--- src/rtl/mem_access_unit.sv ---
// MEM-stage data-memory access unit: launches req/ack bus transactions, aligns load data,
// and stalls the pipeline until the bus completes or times out.
module mem_access_unit #(
  parameter int ACK_TIMEOUT = 16
) (
  input  logic        clk,
  input  logic        rst,
  input  logic [31:0] alu_out_in,
  input  logic [31:0] rs2_in,
  input  logic        mem_val_in,
  input  logic        mem_rw_in,
  input  logic [2:0]  funct3_in,
  input  logic [1:0]  wb_sel_in,
  input  logic        register_write_enable_in,
  input  logic [4:0]  rd_in,
  output logic        dmem_req,
  output logic        dmem_we,
  output logic [31:0] dmem_addr,
  output logic [31:0] dmem_wdata,
  output logic [3:0]  dmem_be,
  input  logic        dmem_ack,
  input  logic [31:0] dmem_rdata,
  output logic [31:0] load_data_out,
  output logic [31:0] alu_out_out,
  output logic [1:0]  wb_sel_out,
  output logic        register_write_enable_out,
  output logic [4:0]  rd_out,
  output logic        stall_out,
  output logic        misalign_out,
  output logic        bus_err_out
);

  typedef enum logic [1:0] {IDLE = 2'd0, BUSY = 2'd1, RESP = 2'd2} state_t;

  localparam int CW = (ACK_TIMEOUT > 1) ? $clog2(ACK_TIMEOUT) : 1;
  localparam logic [CW-1:0] CNT_LAST = CW'(ACK_TIMEOUT - 1);

  state_t        state, state_nxt;
  logic [CW-1:0] cnt;
  logic [2:0]    funct3_q;
  logic [1:0]    offset_q;
  logic          err_q;
  logic          misalign;
  logic          launch;

  function automatic logic is_misaligned(input logic [2:0] f3, input logic [1:0] off);
    case (f3[1:0])
      2'b00:   return 1'b0;
      2'b01:   return off[0];
      default: return off != 2'b00;
    endcase
  endfunction

  function automatic logic [3:0] store_be(input logic [2:0] f3, input logic [1:0] off,
                                          input logic we);
    if (!we) return 4'b1111;
    case (f3[1:0])
      2'b00:   return 4'b0001 << off;
      2'b01:   return off[1] ? 4'b1100 : 4'b0011;
      default: return 4'b1111;
    endcase
  endfunction

  function automatic logic [31:0] store_data(input logic [2:0] f3, input logic [31:0] d);
    case (f3[1:0])
      2'b00:   return {4{d[7:0]}};
      2'b01:   return {2{d[15:0]}};
      default: return d;
    endcase
  endfunction

  function automatic logic [31:0] load_extract(input logic [2:0] f3, input logic [1:0] off,
                                               input logic [31:0] rdata);
    logic [31:0] w;
    w = rdata >> {off, 3'b000};
    case (f3)
      3'b000:  return {{24{w[7]}}, w[7:0]};
      3'b001:  return {{16{w[15]}}, w[15:0]};
      3'b100:  return {24'd0, w[7:0]};
      3'b101:  return {16'd0, w[15:0]};
      default: return w;
    endcase
  endfunction

  assign misalign = mem_val_in & is_misaligned(funct3_in, alu_out_in[1:0]);
  assign launch   = mem_val_in & ~misalign;

  assign dmem_req     = (state == BUSY);
  assign misalign_out = misalign;
  assign bus_err_out  = err_q;
  assign alu_out_out  = alu_out_in;
  assign wb_sel_out   = wb_sel_in;
  assign rd_out       = rd_in;
  assign register_write_enable_out = register_write_enable_in & ~misalign
                                     & ~((state == RESP) & err_q);

  always_comb begin
    state_nxt = state;
    stall_out = 1'b0;
    case (state)
      IDLE: begin
        if (launch) begin
          state_nxt = BUSY;
          stall_out = 1'b1;
        end
      end
      BUSY: begin
        stall_out = 1'b1;
        if (dmem_ack || (cnt == CNT_LAST)) state_nxt = RESP;
      end
      RESP:    state_nxt = IDLE;
      default: state_nxt = IDLE;
    endcase
  end

  // Bus registers are latched at launch; the result is captured on ack (ack beats timeout).
  always_ff @(posedge clk or negedge rst) begin
    if (!rst) begin
      state         <= IDLE;
      cnt           <= '0;
      err_q         <= 1'b0;
      funct3_q      <= 3'd0;
      offset_q      <= 2'd0;
      dmem_we       <= 1'b0;
      dmem_be       <= 4'd0;
      dmem_addr     <= 32'd0;
      dmem_wdata    <= 32'd0;
      load_data_out <= 32'd0;
    end else begin
      state <= state_nxt;
      case (state)
        IDLE: begin
          if (launch) begin
            cnt        <= '0;
            funct3_q   <= funct3_in;
            offset_q   <= alu_out_in[1:0];
            dmem_we    <= mem_rw_in;
            dmem_be    <= store_be(funct3_in, alu_out_in[1:0], mem_rw_in);
            dmem_addr  <= {alu_out_in[31:2], 2'b00};
            dmem_wdata <= mem_rw_in ? store_data(funct3_in, rs2_in) : 32'd0;
          end
        end
        BUSY: begin
          cnt <= cnt + CW'(1);
          if (dmem_ack) begin
            load_data_out <= load_extract(funct3_q, offset_q, dmem_rdata);
            err_q         <= 1'b0;
          end else if (cnt == CNT_LAST) begin
            load_data_out <= 32'd0;
            err_q         <= 1'b1;
          end
        end
        RESP:    err_q <= 1'b0;
        default: ;
      endcase
    end
  end

endmodule
--- config.mk ---
export PLATFORM = sky130hd
export DESIGN_NAME = mem_access_unit
export DESIGN_NICKNAME = d
export VERILOG_FILES = /design/src/rtl/mem_access_unit.sv
export SDC_FILE = /design/constraint.sdc
export NUM_CORES = 1
export LEC_CHECK = 0
export CORE_MARGIN = 2
export CORE_UTILIZATION = 43
export DETAILED_ROUTE_END_ITERATION = 16
export DONT_BUFFER_PORTS = 1
export SLEW_MARGIN = 15
export SYNTH_ARGS = -nofsm -noshare
export SYNTH_HDL_FRONTEND = slang
export SYNTH_SLANG_ARGS = --single-unit
--- constraint.sdc ---
create_clock -name clk -period 2.32 [get_ports clk]
set_input_delay 0.696 -clock clk [delete_from_list [all_inputs] [get_ports clk]]
set_output_delay 0.696 -clock clk [all_outputs]
set_load 0.05 [all_outputs]
# Word level (Yosys, flattened, before mapping)
# Index checks and enable logic that the tools add are counted.
totals:
  register_bits: 111
  input_bits: 112
  out_inout_bits: 145
  elab_cells: 66
op_classes:
  add_sub_neg: 1
  n_eq_ne: 10
  shifts: 2
  muxes: 23
  n_bitwise: 7
  n_reduce_logical: 13
ops:
  columns: ["operator", "n"]
  rows:
  - ["case mux 32 bit (4 select lines)", 1]
  - ["2-to-1 mux 32 bit", 3]
  - ["case mux 32 bit (2 select lines)", 1]
  - [">> shifter 32 x 5 -> 32 bit", 1]
  - ["2-to-1 mux 4 bit", 4]
  - ["case mux 4 bit (2 select lines)", 2]
  - ["AND reduction 2 bit", 5]
  - ["nonzero test 2 bit", 4]
  - ["equality test 3 bit (second input constant)", 2]
  - ["2-to-1 mux 1 bit", 6]
  - ["case mux 1 bit (2 select lines)", 3]
  - ["bitwise AND 1 bit", 5]
  - ["adder 4 x 1 -> 4 bit (second input constant)", 1]
  - ["equality test 2 x 1 -> 1 bit (second input constant)", 2]
  - ["equality test 4 bit (second input constant)", 1]
  - ["zero test 2 bit", 2]
  - ["2-to-1 mux 2 bit", 2]
  - ["case mux 2 bit (2 select lines)", 1]
  - ["left shift 1 x 2 -> 4 bit (first input constant)", 1]
  - ["equality test 3 x 1 -> 1 bit (second input constant)", 1]
  - ["zero test 3 bit", 1]
  - ["!= test 3 x 1 -> 1 bit (second input constant)", 1]
  - ["equality test 2 bit (second input constant)", 1]
  - ["!= test 2 x 1 -> 1 bit (second input constant)", 1]
  - ["3 further kinds", 4]

# Longest topological paths before layout
depth:
  ltp_word: 8
  mapped_depth: 7
  mapped_depth_nobuf: 6

# Worst setup path before layout
# Ideal clock, no wire load.
synth_path:
  kind: "input -> output"
  from: "input port funct3_in[1]"
  to: "output port register_write_enable_out"
  t_arrival_ns: 2.129
  t_required_ns: 1.624
  path_slack_ns: -0.505
  stages: 4
  path_buffers: 1
  path_cell_list: "buf_2 > a21o_1 > and3_1 > nor2_1"
synth_via:
  elab_chain_cells: 6
  elab_cells_between_ends: 7
  classes_between: "eq/ne: 1; mux: 1; bitwise: 4; reduce/logical: 1"
synth_rtl:
  columns: ["element", "line", "rtl"]
  rows:
  - ["from (decl)", "12", "input logic [2:0] funct3_in,"]
  - ["equality test 2 x 1 -> 1 bit / zero test 2 bit (equally long branches)", "47", "case (f3[1:0])"]
  - ["case mux 1 bit (2 select lines) *", "47", null]
  - ["bitwise AND 1 bit *", "85", "assign misalign = mem_val_in & is_misaligned(funct3_in, alu_out_in[1:0]);"]
  - ["named net misalign_out", "29", "output logic misalign_out,"]
  - ["NOT 1 bit *", "94", "assign register_write_enable_out = register_write_enable_in & ~misalign"]
  - ["bitwise AND 1 bit *", "94", null]
  - ["bitwise AND 1 bit *", "95", "& ~((state == RESP) & err_q);"]
  - ["to (decl)", "26", "output logic register_write_enable_out,"]
# The timed path passes the listed nets; every way through them passes the cells marked *.

# Worst setup path after layout
layout_path:
  from: "input port alu_out_in[1]"
  to: "output port register_write_enable_out"
layout_via:
  elab_chain_cells: 6
layout_rtl:
  columns: ["element", "line", "rtl"]
  rows:
  - ["from (decl)", "8", "input logic [31:0] alu_out_in,"]
  - ["nonzero test 2 bit", "50", "default: return off != 2'b00;"]
  - ["case mux 1 bit (2 select lines)", "47", null]
  - ["bitwise AND 1 bit", "85", null]
  - ["NOT 1 bit", "94", null]
  - ["bitwise AND 1 bit", "94", null]
  - ["bitwise AND 1 bit", "95", null]
# No other way between the ends.

==> impl_metrics.csv <==
group,metric,value,unit
layout,register_area,0.002778,mm^2
yosys,synth_enable_flop_cells,0,
power,comb_power_share,21.6,%
clock_network,cts_made_buffers,9,
yosys,synth_area_per_cell,9.361,um^2
timing,finalCritPeriodShare,94.46,%
yosys,synthTopCellsByArea,"dfrtp_1, nand2_1, mux2i_1",
clock_network,clk_path_buf_depth,2,
worst_setup_path,cp_max_fo,7,
hold_path,hold_path_class,"in -> async",
grt,track_usage,19.87,%
power,power_density,1694,mW/mm^2
yosys,yosysSeqAreaShare,49.13,%
floorplan,core-area,0.01272,mm^2
power,power.internal,0.004557,W
yosys,synth.distinct_cells,43,
power,leakage,2.759,nW
worst_setup_path,crit_path_start_kind,"input port",
worst_setup_path,worst-setup-path-type,"in -> out",
detailed_routing,first_pass_iters,4,
yosys,post-synth-top-area-cell,"dfrtp_1",
timing,fin_crit,2.191,ns
clock_network,insertion_delay,0.35,ns
yosys,postSynthCellCount,604,
clock_network,cts_hold_buf,0,
worst_setup_path,critPathCaptureType,"output port",
grt,grt_pass1_vias,4048,
grt,grt_start_max_net_pins,112,
timing,clock.fmax,456.3,MHz
grt,gr-total-overflow,0,
yosys,synth_area,0.005654,mm^2
floorplan,initial_core_util,44.44,%
worst_setup_path,rrSetupSlack,0.49,ns
worst_setup_path,worstReg2RegEnd,"load_data_out[26]$_DFFE_PN0P_",
yosys,async_reset_ff_share,100.0,%
grt,grt_antenna_before_repair,0,
layout,areaGrowthSynthToFinish,3.762,%
worst_setup_path,r2r_start,"state[1]$_DFFE_PN0P_",
clock_network,numClockSinks,111,
yosys,yosysMostFrequentCell,"nand2_1",
timing,hold_violations,0,
worst_setup_path,cp.required,1.62,ns
worst_setup_path,worstRegToRegCells,7,
clock_network,htreeDepth,3,
clock_network,clockRootBuffer,"clkbuf_16",
grt,grt_pass1_wl,22130,um
timing,finalWorstSetupSlack,0.1286,ns
floorplan,die_h,118.7,um
clock_network,cts_resized,0,
clock_network,path_clk_slew,0.07,ns
timing,setup_viol,0,
placed_design,preCtsSetupSlack,0.1280,ns
placed_design,hpwl,9883,um
worst_setup_path,cp_data_arrival_time,1.50,ns
timing,maxSlewViolCount,0,
placed_design,gp_congestion,0.8634,
yosys,netlist.area_leader.share,49.13,%
power,irDropWorstVdd,0.7134,mV
layout,multi_input_comb_area,0.002402,mm^2
layout,nNetsFinal,667,
layout,fillCellCount,1278,
layout,diodes,0,
yosys,synth_flop_cell,"dfrtp_1",
worst_setup_path,crit_start,"alu_out_in[1]",
layout,drive_gt1_share,11.51,%
power,power.net_switching,0.005381,W
clock_network,tritoncts,"done",
detailed_routing,vias,4054,
run,maxCapViolations,0,
timing,worst-slew-pin-transition,0.8849,ns
floorplan,rows,41,
clock_network,cts_setup_buffers,0,
timing,rsz0062_at_grt,"false",
run_status,status,"completed",
yosys,synth-seq-cells,111,
layout,design_area,0.005867,mm^2
timing,clock_skew,0.004586,ns
timing,maxSlewHeadroom,41.01,%
placed_design,io_buffers,0,
floorplan,dieArea,0.01408,mm^2
detailed_routing,routed_via_density,5.569,
detailed_routing,drt-initial-drc-count,215,
yosys,netlist_top_cells_count,"nand2_1, dfrtp_1, buf_4, mux2i_1, o21ai_0",
power,swShare,54.15,%
power,pwr-share-seq,62.4,%
yosys,ys_warn_count,0,
power,pwr-share-clk,16.0,%
detailed_routing,drc,0,
detailed_routing,drt-total-wl,13950,um
floorplan,pin_count,257,
detailed_routing,antenna_left,0,
placed_design,dpl_cell_area,0.005559,mm^2
detailed_routing,wl_per_cell,19.16,um
floorplan,fp.dieW,118.7,um
==> logic make-up (layout without fill, tap and decap cells) <==
kind of cell,after synthesis,in the layout,synth area share [%]
buffers and inverters,87,38,8.896
AND/OR/NAND/NOR,246,246,18.68
multiplexers,52,52,9.847
flip-flops,111,111,49.13
adder cells (fa/ha/maj),4,4,0.8852
AO/OA/AOI/OAI,103,103,12.50
other,1,2,0.06632
==> routing by layer <==
layer | global-route usage, % | up-vias | routed length, um | share of wire, %
li1 | - | 1907 | - | -
met1 | 22.79 | 1921 | 5360 | 38
met2 | 31.86 | 199 | 6668 | 48
met3 | 8.591 | 27 | 1541 | 11
met4 | 9.449 | 0 | 379 | 2.7
met5 | 0 | - | 0 | 0
==> state kept, by name, summed over array words and instances, names as in the netlist <==
name           count
funct3_q           3
load_data_out     32
dmem_addr         30
offset_q           2
state              2
dmem_be            4
cnt                4
bus_err_out        1
dmem_we            1
dmem_wdata        32
==> stage by stage <==
stage	total power [W]	std cells	util [%]	hold WS [ns]	setup TNS, ns
6_report	0.009938	728	46.12	0.03749	0
4_1_cts	0.01002	728	46.12	0.02169	0
2_1_floorplan	0.007978	605	-	0.4004	-0.03723
3_3_place_gp	0.008324	712	43.70	0.4046	0
5_1_grt	0.01046	728	46.12	0.01714	0
3_5_place_dp	0.008420	712	43.70	0.4038	0
==> critical path: stages <==
cell and delay, ns:
or2_2 0.31, and3_2 0.24, nor2_4 0.11, buf_12 0.14
==> how the worst max path moves through the flow <==
stage                                endpoint  slack (ns)  cells past startpoint
CTS                 register_write_enable_out        0.13                      4
global route        register_write_enable_out        0.09                      6
detailed placement  register_write_enable_out        0.13                      4
global placement    register_write_enable_out        0.15                      4
finish              register_write_enable_out        0.13                      4
floorplan           register_write_enable_out       -0.04                      4
==> cell type report <==
type | count | share of cell area [%]
Sequential cell | 111 | 47.34
Multi-Input combinational cell | 407 | 40.95
Clock buffer | 10 | 4.073
Tap cell | 172 | 3.668
Timing Repair Buffer | 15 | 2.346
Clock inverter | 6 | 1.173
Inverter | 7 | 0.4479
==> cells in the final DEF (no fill, tap or decap), types with 8 or more instances in the layout <==
cell | Yosys | layout
nand2_1 | 199 | 199
dfrtp_1 | 111 | 111
mux2i_1 | 41 | 41
o21ai_0 | 40 | 40
o31ai_1 | 16 | 16
buf_4 | 41 | 13
nand3_1 | 12 | 12
mux2_2 | 9 | 9
a221o_2 | 9 | 9
clkbuf_16 | 0 | 9
nand3b_1 | 8 | 8
a21oi_1 | 9 | 8
==> power groups by stage <==
stage / registers, W / logic, W / clock network (W)
finish: 0.00620 / 0.00215 / 0.00159
detailed placement: 0.00624 / 0.00218 / 0
global placement: 0.00624 / 0.00208 / 0
CTS: 0.00622 / 0.00217 / 0.00163
floorplan: 0.00597 / 0.00200 / 0
global route: 0.00631 / 0.00243 / 0.00173
Power figures use the tool's default switching activity.
